<file path="src/rtl/pipe_ctrl.sv">
// Stall/flush controller for the 8-stage amber pipeline (IA IF XT ID EX MA MO WB).
// Combines memory back-pressure, load-use, branch redirects and halt/resume into per-stage vectors.
module pipe_ctrl #(
  parameter int REDIRECT_CYC = 1,
  parameter int DRAIN_CYC    = 7,
  parameter int MEM_TIMEOUT  = 255,
  parameter int CNT_W        = 16,
  parameter int HBIT_ADDR    = 31
) (
  input  logic                 iw_clk,
  input  logic                 iw_rst,
  input  logic                 iw_mem_busy,
  input  logic                 iw_ld_use,
  input  logic                 iw_br_taken,
  input  logic [HBIT_ADDR:0]   iw_br_pc,
  input  logic                 iw_xt_busy,
  input  logic                 iw_halt_req,
  input  logic                 iw_resume,
  output logic [7:0]           ow_stall,
  output logic [7:0]           ow_flush,
  output logic                 ow_redirect,
  output logic [HBIT_ADDR:0]   ow_redirect_pc,
  output logic                 ow_halted,
  output logic                 ow_timeout,
  output logic [CNT_W-1:0]     ow_stall_cycles
);

  typedef enum logic [1:0] {RUN, REDIR, DRAIN, HALT} state_t;

  localparam int SEQ_MAX = (REDIRECT_CYC > DRAIN_CYC) ? REDIRECT_CYC : DRAIN_CYC;
  localparam int SEQ_W   = $clog2(SEQ_MAX + 1);
  localparam int BUSY_W  = $clog2(MEM_TIMEOUT + 1);

  state_t               state, state_nx;
  logic [SEQ_W-1:0]     cnt, cnt_nx;
  logic [BUSY_W-1:0]    busy_cnt;
  logic [HBIT_ADDR:0]   last_pc;

  // NOTE: every signal written here gets a default first, so no path can infer a latch.
  always_comb begin
    state_nx    = state;
    cnt_nx      = cnt;
    ow_stall    = '0;
    ow_flush    = '0;
    ow_redirect = 1'b0;

    if (iw_rst) begin
      ow_flush = 8'hFF;
    end else if (iw_mem_busy) begin
      // MA cannot retire: freeze everything up to MA and bubble MO; state is held too.
      ow_stall = 8'h3F;
      ow_flush = 8'h40;
    end else if (iw_br_taken) begin
      ow_flush    = 8'h0F;
      ow_redirect = 1'b1;
      cnt_nx      = '0;
      // A branch during a drain/halt redirects but keeps the halt sequence alive.
      if (state == RUN || state == REDIR)
        state_nx = (REDIRECT_CYC > 1) ? REDIR : RUN;
    end else if (iw_ld_use) begin
      ow_stall = 8'h0F;
      ow_flush = 8'h10;
    end else begin
      case (state)
        RUN: begin
          // Wait for XT to finish its macro expansion so micro-op sequences stay whole.
          if (iw_halt_req && !iw_xt_busy) begin
            state_nx = DRAIN;
            cnt_nx   = '0;
          end
        end
        REDIR: begin
          ow_flush = 8'h0F;
          if (32'(cnt) == REDIRECT_CYC - 2) state_nx = RUN;
          else                              cnt_nx   = cnt + 1'b1;
        end
        DRAIN: begin
          ow_stall = 8'h01;
          ow_flush = 8'h02;
          if (!iw_halt_req)                        state_nx = RUN;
          else if (32'(cnt) == DRAIN_CYC - 1)      state_nx = HALT;
          else                                     cnt_nx   = cnt + 1'b1;
        end
        HALT: begin
          ow_stall = 8'h01;
          ow_flush = 8'h02;
          if (iw_resume) state_nx = RUN;
        end
        default: state_nx = RUN;
      endcase
    end
  end

  assign ow_halted      = (state == HALT) && !iw_rst;
  assign ow_redirect_pc = iw_rst ? '0 : (ow_redirect ? iw_br_pc : last_pc);

  // NOTE: sequential state uses non-blocking assignments only, so every flop samples pre-edge values.
  always_ff @(posedge iw_clk) begin
    if (iw_rst) begin
      state           <= RUN;
      cnt             <= '0;
      busy_cnt        <= '0;
      last_pc         <= '0;
      ow_timeout      <= 1'b0;
      ow_stall_cycles <= '0;
    end else begin
      state <= state_nx;
      cnt   <= cnt_nx;
      if (ow_redirect) last_pc <= iw_br_pc;

      if (iw_mem_busy) begin
        if (32'(busy_cnt) + 1 >= MEM_TIMEOUT) ow_timeout <= 1'b1;
        if (32'(busy_cnt) < MEM_TIMEOUT)      busy_cnt   <= busy_cnt + 1'b1;
      end else begin
        busy_cnt <= '0;
      end

      if (|ow_stall && ow_stall_cycles != '1)
        ow_stall_cycles <= ow_stall_cycles + 1'b1;
    end
  end

endmodule

</file>
<file path="config.mk">
export PLATFORM = sky130hd
export DESIGN_NAME = pipe_ctrl
export DESIGN_NICKNAME = d
export VERILOG_FILES = /design/src/rtl/pipe_ctrl.sv
export SDC_FILE = /design/constraint.sdc
export NUM_CORES = 1
export LEC_CHECK = 0
export BUFFER_PORTS_ARGS = -buffer_cell sky130_fd_sc_hd__buf_2
export CORE_MARGIN = 5
export CORE_UTILIZATION = 50
export CTS_CLUSTER_DIAMETER = 60
export DETAILED_ROUTE_END_ITERATION = 6
export PLACE_DENSITY = 0.83
export REMOVE_ABC_BUFFERS = 1
export SYNTH_ARGS = -nofsm -noshare
export SYNTH_HDL_FRONTEND = slang
export SYNTH_SLANG_ARGS = --single-unit
</file>
<file path="constraint.sdc">
create_clock -name iw_clk -period 2.09 [get_ports iw_clk]
set_input_delay 0.418 -clock iw_clk [delete_from_list [all_inputs] [get_ports iw_clk]]
set_output_delay 0.418 -clock iw_clk [all_outputs]
set_load 0.03 [all_outputs]
</file>
==> results.sh <==
export IMPL_rr_startpoint="state[0]"
export IMPL_netlist_instances=363
export IMPL_r2r_end="ow_stall_cycles[6]"
export IMPL_wire_per_inst_um=15.3
export IMPL_drt_first_pass_iters=4
export IMPL_antenna_left=0
export IMPL_hold_viol_final=0
export IMPL_ys_async_sr_fraction_pct=0
export IMPL_tightest_slew_ns=0.623
export IMPL_reg2reg_depth=9
export IMPL_path_clk_slew_ns=0.08
export IMPL_wirelength_um=8420
export IMPL_cp_required_ns=1.67
export IMPL_cp_startpoint="iw_mem_busy"
export IMPL_endpoint="ow_redirect_pc[26]"
export IMPL_grt_pass1_wl_um=12100
export IMPL_placed_area_um2=3580
export IMPL_clock_sinks=62
export IMPL_finalCritPeriodShare_pct=100
export IMPL_met3_length_um=713
export IMPL_yosysUniqueCellTypes=48
export IMPL_num_rows=28
export IMPL_peakVddDrop_v=0.000578
export IMPL_synthAdderAreaFrac_pct=4.15
export IMPL_reg2reg_slack_ns=0.06
export IMPL_cts_tree="built"
export IMPL_rsz0062_at_grt="yes"
export IMPL_avgViaCountPerCell=5.33
export IMPL_top_layer="met4"
export IMPL_synth_edf_count=0
export IMPL_setup_viol=0
export IMPL_syn2layout_area_growth_pct=35.6
export IMPL_multi_input_area_um2=1650
export IMPL_start_util_pct=51.2
export IMPL_gp_congestion=0.845
export IMPL_dp_slack_ns=0.0352
export IMPL_drc=0
export IMPL_die_x_um=87.6
export IMPL_synth_top_family_by_area="simple AND/OR/NAND/NOR gates"
export IMPL_fin_worst_skew_ns=0.00884
export IMPL_drv_slew=0
export IMPL_status="complete, no violations"
export IMPL_cts_buffer_depth=2
export IMPL_cts_htree_levels=3
export IMPL_total_power_mw=3.02
export IMPL_min_period_ns=2.09
export IMPL_pwr_share_clk_pct=44.7
export IMPL_critPathKind="in -> out"
export IMPL_cp_max_fo=32
export IMPL_final_cell_mix="buf_2 (80), dfxtp_1 (61), nand2_1 (48), buf_4 (35)"
export IMPL_cp_start_kind="input port"
export IMPL_met1Wirelength_um=3330
export IMPL_ys_seq_area_share_pct=41.2
export IMPL_final_setup_tns_ns=0
export IMPL_crit_arrival_ns=1.67
export IMPL_ys_flop_type="dfxtp_1"
export IMPL_cp_end_kind="primary output"
export IMPL_internal_power_mw=2.20
export IMPL_track_usage_pct=19.9
export IMPL_numPortBuffers=104
export IMPL_hold_buffers=0
export IMPL_drt_iter0_drc=166
export IMPL_relSlewSlack_pct=58.1
export IMPL_vias=2928
export IMPL_die_h_um=87.6
export IMPL_p_sw_mw=0.827
export IMPL_hold_worst_slack_ns=0.283
export IMPL_yosys_area_share_simple_pct=29.9
export IMPL_cap_violations=0
export IMPL_sw_frac_of_total_pct=27.4
export IMPL_die_area_um2=7680
export IMPL_layout_cells_non_filler=549
export IMPL_worst_slack_ns=0.000192
export IMPL_final_area_um2=4090
export IMPL_avgSynthCellArea_um2=8.30
export IMPL_regArea_um2=1240
export IMPL_io_pins=107
export IMPL_p_leak_nw=1.74
export IMPL_layout_cells_most_common="buf_2"
export IMPL_utilization_pct=69.4
export IMPL_wl_met2_um=4220
export IMPL_synth_seq_cells=62
export IMPL_clk_latency_ns=0.35
export IMPL_placed_cells=527
export IMPL_grt_start_max_net_pins=66
export IMPL_fin_nets=519
export IMPL_max_freq_mhz=479
export IMPL_synth_compound_area_share_pct=12.0
export IMPL_syn_cell_area_um2=3010
export IMPL_clockRootBuffer="clkbuf_8"
export IMPL_cts_made_buffers=9
export IMPL_synth_mux_area_share_pct=0.997
export IMPL_grt_overflow=0
export IMPL_antenna_found_initial=0
export IMPL_seqPwrFrac_pct=41.0
export IMPL_p_per_area_nw_per_um2=740
export IMPL_synth_xor_area_share_pct=5.23
export IMPL_hold_class="in -> reg"
export IMPL_comb_power_share_pct=14.3
export IMPL_fillers=481
export IMPL_drive_above_1_share_pct=34.4
export IMPL_yosys_warnings=0
export IMPL_grt_pass1_vias=2785
export IMPL_dpl_hpwl_um=5170
export IMPL_core_um2=5890
export IMPL_antenna_cells=0
[worst max-delay path, cell delays in order]
cell and delay (ns):
buf_2 0.13, or2_4 0.26, nor2_4 0.12, buf_12 0.14, clkbuf_16 0.20, o21ai_0 0.18
buf_4 0.22
[cell type report]
class                   instances  area share [%]
well taps                      75            2.30
clock buffers                   9            3.03
multi-input cells             264            40.4
repair buffers                121            19.7
flip-flops and latches         62            30.5
inverters                      11            1.01
clock inverters                 7            3.12
[cell families after synthesis]
group / count (synthesis)
mux: 3
fa+ha+maj: 10
flops: 62
other cells: 1
buf+inv: 38
compound gates: 61
simple gates: 170
xor+xnor: 18
[cells in the mapped netlist (all sizes together), types with 6 or more instances]
master  count  area, um2
a21oi      10       50.1
buf        13       96.3
clkbuf     14       52.6
dfxtp      62       1240
ha         10        125
inv        11       41.3
nand2      48        180
nand2b     34        213
nand3       9       45.0
nand4       6       37.5
nor2       35        131
nor3       13       85.1
nor4        8       80.1
o21ai      36        180
xnor2      15        131
[power by group through the flow]
stage	Combinational, mW	Clock (mW)	Sequential, mW
after floorplan	0.221	0	1.27
after global placement	0.376	0	1.26
after detailed placement	0.381	0	1.27
after CTS	0.390	1.37	1.24
after global routing	0.464	1.43	1.24
final	0.434	1.35	1.24
[registers in the layout, summed over array words and instances, names as in the netlist]
register	cells
last_pc	32
ow_stall_cycles	16
busy_cnt	8
cnt	3
state	2
ow_timeout	1
[per-layer routing]
metal / track usage [%] / vias up
met2: 32.7 / 112
met4: 8.65 / 0
met5: 0 / -
li1: - / 1427
met1: 23.0 / 1375
met3: 7.62 / 14
[worst min-delay path by stage]
stage	start	to	slack [ns]	cells past startpoint
after floorplan	state[0]	state[0]	0.48	2
after global placement	last_pc[15]	last_pc[15]	0.47	2
after detailed placement	last_pc[27]	last_pc[27]	0.48	2
after CTS	iw_br_pc[9]	last_pc[9]	0.27	3
after global routing	iw_br_pc[9]	last_pc[9]	0.29	3
final	iw_br_pc[9]	last_pc[9]	0.28	3
[repair_timing]
action	4_1_cts	5_1_grt
hold endpoints to repair	0	0
buffers inserted	1	1
gates cloned	0	4
resized for setup	6	40
endpoints found under the setup margin	1	33
pin swaps	1	2
Note: power is estimated with default switching activity, not from simulation.
